==> config.mk <==
export PLATFORM = sky130hd
export DESIGN_NAME = dmem_responder
export DESIGN_NICKNAME = d
export VERILOG_FILES = /design/src/rtl/dmem_pkg.sv /design/src/rtl/dmem_storage.sv /design/src/rtl/dmem_responder.sv
export SDC_FILE = /design/constraint.sdc
export NUM_CORES = 2
export LEC_CHECK = 0
export ABC_AREA = 0
export BUFFER_PORTS_ARGS = -buffer_cell sky130_fd_sc_hd__buf_2
export CORE_ASPECT_RATIO = 1.4
export CORE_MARGIN = 2
export CORE_UTILIZATION = 69
export CTS_CLUSTER_SIZE = 20
export DETAILED_ROUTE_END_ITERATION = 16
export GPL_TIMING_DRIVEN = 0
export PLACE_DENSITY = 0.91
export SLEW_MARGIN = 5
export SYNTH_ARGS = -nofsm -noshare
export SYNTH_HDL_FRONTEND = slang
export SYNTH_SLANG_ARGS = --single-unit
==> constraint.sdc <==
create_clock -name clk -period 103 [get_ports clk]
set_input_delay 10.3 -clock clk [delete_from_list [all_inputs] [get_ports clk]]
set_output_delay 10.3 -clock clk [all_outputs]
set_load 0.01 [all_outputs]
==> src/rtl/dmem_pkg.sv <==
// Shared types and constants for the multi-cycle data-memory responder.
package dmem_pkg;

  typedef enum logic [1:0] {
    IDLE = 2'd0,
    WAIT = 2'd1,
    DONE = 2'd2
  } dmem_state_t;

  localparam int unsigned DMEM_DEFAULT_LATENCY = 3;

endpackage

==> src/rtl/dmem_storage.sv <==
// Word-addressed register array: async clear, one synchronous write port,
// one combinational read port.
module dmem_storage #(
  parameter int unsigned WORD_LENGTH = 8,
  parameter int unsigned ADDR_LENGTH = 8
) (
  input  logic                   clk,
  input  logic                   rst,
  input  logic                   we_i,
  input  logic [ADDR_LENGTH-1:0] waddr_i,
  input  logic [WORD_LENGTH-1:0] wdata_i,
  input  logic [ADDR_LENGTH-1:0] raddr_i,
  output logic [WORD_LENGTH-1:0] rdata_o
);

  localparam int unsigned DEPTH = 2 ** ADDR_LENGTH;

  logic [WORD_LENGTH-1:0] mem_q [DEPTH];

  always_ff @(posedge clk or posedge rst) begin
    if (rst) begin
      mem_q <= '{default: '0};
    end else if (we_i) begin
      mem_q[waddr_i] <= wdata_i;
    end
  end

  assign rdata_o = mem_q[raddr_i];

endmodule

==> src/rtl/dmem_responder.sv <==
// MEM-stage data-memory responder: accepts one load/store, stalls the pipeline
// for LATENCY cycles, then returns load data or commits the store.
module dmem_responder
  import dmem_pkg::*;
#(
  parameter int unsigned WORD_LENGTH = 8,
  parameter int unsigned ADDR_LENGTH = 8,
  parameter int unsigned LATENCY     = DMEM_DEFAULT_LATENCY
) (
  input  logic                   clk,
  input  logic                   rst,
  input  logic                   req_read,
  input  logic                   req_write,
  input  logic [ADDR_LENGTH-1:0] req_addr,
  input  logic [WORD_LENGTH-1:0] req_wdata,
  output logic                   stall,
  output logic [WORD_LENGTH-1:0] rdata,
  output logic                   rdata_valid,
  output logic                   err_rw
);

  localparam logic [3:0] LAST_CNT = 4'(LATENCY - 1);

  dmem_state_t            state_q;
  logic [3:0]             cnt_q;
  logic                   is_write_q;
  logic [ADDR_LENGTH-1:0] addr_q;
  logic [WORD_LENGTH-1:0] wdata_q;
  logic [WORD_LENGTH-1:0] rdata_q;
  logic                   valid_q;
  logic                   err_q;

  logic                   req_any;
  logic                   mem_we;
  logic [ADDR_LENGTH-1:0] mem_raddr;
  logic [WORD_LENGTH-1:0] mem_rdata;

  assign req_any = req_read | req_write;

  // In IDLE the read port follows the live request so LATENCY==1 loads
  // can capture data on the accepting edge.
  assign mem_raddr = (state_q == IDLE) ? req_addr : addr_q;
  assign mem_we    = (state_q == DONE) && is_write_q;

  dmem_storage #(
    .WORD_LENGTH(WORD_LENGTH),
    .ADDR_LENGTH(ADDR_LENGTH)
  ) u_storage (
    .clk    (clk),
    .rst    (rst),
    .we_i   (mem_we),
    .waddr_i(addr_q),
    .wdata_i(wdata_q),
    .raddr_i(mem_raddr),
    .rdata_o(mem_rdata)
  );

  always_ff @(posedge clk or posedge rst) begin
    if (rst) begin
      state_q    <= IDLE;
      cnt_q      <= 4'd0;
      is_write_q <= 1'b0;
      addr_q     <= '0;
      wdata_q    <= '0;
      rdata_q    <= '0;
      valid_q    <= 1'b0;
      err_q      <= 1'b0;
    end else begin
      valid_q <= 1'b0;
      case (state_q)
        IDLE: begin
          if (req_any) begin
            is_write_q <= req_write;
            addr_q     <= req_addr;
            wdata_q    <= req_wdata;
            cnt_q      <= 4'd1;
            if (req_read && req_write) begin
              err_q <= 1'b1;
            end
            if (LATENCY == 1) begin
              state_q <= DONE;
              if (!req_write) begin
                rdata_q <= mem_rdata;
                valid_q <= 1'b1;
              end
            end else begin
              state_q <= WAIT;
            end
          end
        end
        WAIT: begin
          cnt_q <= cnt_q + 4'd1;
          if (cnt_q == LAST_CNT) begin
            state_q <= DONE;
            if (!is_write_q) begin
              rdata_q <= mem_rdata;
              valid_q <= 1'b1;
            end
          end
        end
        DONE: begin
          state_q <= IDLE;
        end
        default: begin
          state_q <= IDLE;
        end
      endcase
    end
  end

  // Reset gates stall directly so the freeze releases without waiting for a clock.
  assign stall = !rst && ((state_q == WAIT) || ((state_q == IDLE) && req_any));

  assign rdata       = rdata_q;
  assign rdata_valid = valid_q;
  assign err_rw      = err_q;

endmodule

==> results of run 1 <==
[per-layer routing]
| layer | track usage (%) | overflow |
|---|---|---|
| met1 | 83.3 | 62 |
| met2 | 93.9 | 535 |
| met3 | 71.4 | 50 |
| met4 | 76.8 | 331 |
| met5 | 46.4 | 7 |
[stage by stage]
stage	utilization (%)	setup slack [ns]	cell area, um^2	std cells
4_1_cts	76.6	80.96	106000	9949
3_5_place_dp	72.0	80.95	100000	9601
3_3_place_gp	71.2	14.99	98900	9558
2_1_floorplan	-	33.91	96500	7724
[cell usage after synthesis (all sizes together), types with 4 or more instances]
cell type	instances	share of area, %
o31ai	9	0.075
nor4	19	0.12
a31oi	100	0.65
nor2b	8	0.052
nor3	27	0.15
dfrtp	2081	54
or3b	5	0.045
a21oi	45	0.23
buf	242	1.5
a211oi	109	0.86
clkbuf	335	1.3
o22ai	12	0.078
mux2	2054	24
o221ai	6	0.054
a311oi	43	0.39
o2bb2ai	4	0.036
and2	5	0.032
o32ai	8	0.073
nand2b	10	0.065
mux2i	138	1.4
o21ai	61	0.34
a32oi	101	0.92
nand3	370	1.9
and3	117	0.76
nand2	1212	4.7
a221oi	9	0.082
o2111ai	19	0.17
a211o	4	0.036
mux4	133	3.1
a21boi	7	0.054
o211ai	19	0.15
nand4	92	0.60
nor2	225	1.2
a2111oi	21	0.20
or2	4	0.026
a22oi	18	0.15
[logic make-up after synthesis]
kind of cell,Yosys count,synth area share [%]
AOI/OAI and AO/OA,626,4.85
xor gates and xnor gates,1,0.00907
adders and majority gates,2,0.0259
buffers and inverters,580,2.81
DFF,2081,53.9
muxes,2325,28.5
and+or+nand+nor,2109,9.87
==> flow_summary.toml, run 1 <==
[clock_tree]
clock-root-buffer = "clkbuf_16"
htreeDepth = 4
numCtsBuffers = 190
postCtsHoldBufs = 0
cts_sinks = 2081
post-cts-setup-buffers = 0
ctsResizeCount = 0
cts_max_path_buffers = 3

[outcome]
status = "stopped before the end"
lastStage = "global routing"
tool.error = "[ERROR GRT-0116] Global routing finished with congestion. Check the congestion regions in the DRC Viewer."

[synthesis]
syn_nets = 7746
ys_types = 89
synth_edf_count = 0
syn-instance-count = 7724
ys_ff_latch = 2081
yosysSeqAreaShare_pct = 53.9
ys_warn_count = 0
synth.avg_cell_area_um2 = 12.5
netlist_area_um2 = 96500
async_reset_ff_share_pct = 100
synth_ff_type = "dfrtp_1"

[floorplan]
die_w_um = 320
initial_core_util_pct = 69.4
rows = 162
ios = 31
die_h_um = 447

[global_route]
gr-usage-all-layers_pct = 81.8
overflow = 985
grt_pass1_vias = 88800
grt_pass1_wl_mm = 805
grt_max_degree = 135

[place]
dp_hpwl_mm = 359
port_buffers = 30
place_congestion = 1.33
==> run 2, diff against run 1 <==
Settings changed: CORE_ASPECT_RATIO 1.4 to default, CORE_UTILIZATION 69 to 40, CTS_CLUSTER_SIZE 20 to default, PLACE_DENSITY 0.91 to default, PLACE_DENSITY_LB_ADDON from default to 0.15.
==> flow_summary.toml, run 2 <==
[timing]
rsz0062_at_grt = "no"
finClkSkew_ns = 0.0445
fin_ws_ns = 80.64
setup_violations = 0
finalSetupTns_ns = 0
post-route-min-period_ns = 22.36
relSlewSlack_pct = -12.8
worstMarginPinSlew_ns = 1.69
drv_slew = 107
max_freq_mhz = 44.7
hold_viol = 0
period_share_pct = 21.7

[setup_path]
cp.arrival_ns = 12.06
critical_path.endpoint_type = "output port"
criticalPathCategory = "input pin to output port"
critPathLaunchType = "input pin"
worst-path-max-fanout = 10
crit_required_ns = 92.70

[synthesis]
netlist_area_um2 = 96500
netlist_top_cells_count = "dfrtp_1 (2,081), mux2_2 (2,054), nand2_1 (1,209)"
yosysMostFrequentCell = "dfrtp_1"
synth_ff_type = "dfrtp_1"
syn_nets = 7746
ys_ff_latch = 2081
async_reset_ff_share_pct = 100
ys_warn_count = 0
synth_edf_count = 0
synth.area.top_cells = "dfrtp_1 (54%), mux2_2 (24%), nand2_1 (4.7%), mux4_2 (3.1%), nand3_1 (1.9%)"
synth_largest_area_cell = "dfrtp_1"
yosysTopAreaCellShare_pct = 53.9
yosysSeqAreaShare_pct = 53.9
ys_types = 89
synth.avg_cell_area_um2 = 12.5
syn-instance-count = 7724

[floorplan]
initial_core_util_pct = 40.2
die_h_um = 495
die_w_um = 495
die-area_um2 = 245000
rows = 180
ios = 31
core_um2 = 240000

[global_route]
grt_pass1_wl_mm = 777
grt_pass1_vias = 73900
gr-usage-all-layers_pct = 49.4
overflow = 0
grt_max_degree = 129
antenna_found_initial = 145

[power]
power.switching_mw = 2.11
p_total_mw = 3.73
p_leak_nw = 52.2
ir_drop_uv = 30.3
power_frac_seq_pct = 22.7
p_per_area_nw_per_um2 = 33.4
combinationalPowerShare_pct = 53.7
sw_frac_of_total_pct = 56.5
clock_power_share_pct = 23.6
p_int_mw = 1.62

[final_layout]
final_cell_mix = "dfrtp_1 (2,081), mux2_2 (2,054), nand2_1 (1,207), nand3_1 (367), clkbuf_1 (307)"
final_common_cell = "dfrtp_1"
fillCellCount = 21900
largest_reg_flops = 2048
top_register = "u_storage.mem_q"
fin_nets = 8113
fin_util_pct = 46.4
drive_above_1_share_pct = 38.5
syn2layout_area_growth_pct = 15.6

[worst_hold_path]
hp-class = "flip-flop to flip-flop"

[place]
port_buffers = 30
dp_hpwl_mm = 435
place_ws_ns = 80.72
place_congestion = 1.12

[route]
drt_wl_total_mm = 616
viasPerCell = 7.01
route.vias.total = 81800
drc_errors = 0
drtIter0Drc = 13400
routedWlPerCell_um = 52.8
antenna_left = 0
dr.pass1.iters = 8

[clock_tree]
postCtsHoldBufs = 0
cts_max_path_buffers = 3
numCtsBuffers = 230
path_clk_slew_ns = 0.06
htreeDepth = 4
clock-root-buffer = "clkbuf_16"
ctsResizeCount = 0
clk_latency_ns = 1.00
post-cts-setup-buffers = 0
cts_sinks = 2081
cts_tree = "done"

[outcome]
status = "complete, but fails checks"
violations = "capacitance limit, slew limit"

[flow_run]
maxCapViolations = 13
-- run 2: cell counts after synthesis --
No cell type changed its count.
-- run 2: per-stage QoR --
stage,instances,cell area (um^2),hold slack (ns)
final,11700,112000,0.481
after global routing,11500,111000,0.496
after CTS,11500,111000,0.487
after detailed placement,11000,103000,0.463
after global placement,10900,101000,0.451
after floorplan,7724,96500,0.450
-- run 2: routing by layer --
metal  vias to the layer above  track usage [%]  wire (um)
met5                         -             1.31        600
met4                        44             45.0      66500
met3                      2384             25.3      87500
met2                      7416             64.6     242000
met1                     43000             58.1     220000
li1                      29000                -          -
-- run 2: worst paths after layout --
kind | start | endpoint | slack (ns) | cells past startpoint
worst min register to register | err_rw | err_rw | 0.48 | 1
max in group asynchronous | rst | u_storage.mem_q[743] | 90.85 | 6
worst max register to register | state_q[0] | rdata[6] | 96.21 | 12
min in group asynchronous | rst | cnt_q[0] | 9.49 | 2
worst max-delay path | req_write | stall | 80.64 | 5
worst min-delay path | err_rw | err_rw | 0.48 | 1
-- run 2: critical path, stage by stage --
cell      delay [ns]
buf_2           0.12
o21ai_0         0.20
clkbuf_1        1.08
a21oi_1         0.17
buf_2           0.19
-- run 2: cell families after synthesis --
| logic type | share of synthesized area (%) |
|---|---|
| buf+inv | 2.81 |
| mux | 28.5 |
| flops | 53.9 |
| simple gates | 9.87 |
| compound gates | 4.85 |
| xor+xnor | 0.00907 |
| fa+ha+maj | 0.0259 |
-- run 2: area by class of cell --
cell class / count / area, um^2 / area share, %
Sequential cell: 2081 / 52100 / 46.7
Buffer: 577 / 2840 / 2.54
Timing Repair Buffer: 135 / 2330 / 2.09
Multi-Input combinational cell: 5063 / 42000 / 37.6
Clock inverter: 58 / 875 / 0.784
Antenna cell: 195 / 488 / 0.437
Inverter: 3 / 18.8 / 0.0168
Clock buffer: 363 / 6990 / 6.26
Tap cell: 3185 / 3990 / 3.57
-- run 2: power by group through the flow --
stage	Sequential [mW]	Clock, mW	Combinational [mW]
after floorplan	0.858	0	0.528
after global placement	0.867	0	1.70
after global routing	0.848	0.906	1.84
after detailed placement	0.862	0	1.78
final	0.848	0.879	2.00
after CTS	0.847	0.874	1.79
(Power assumes the default switching activity.)
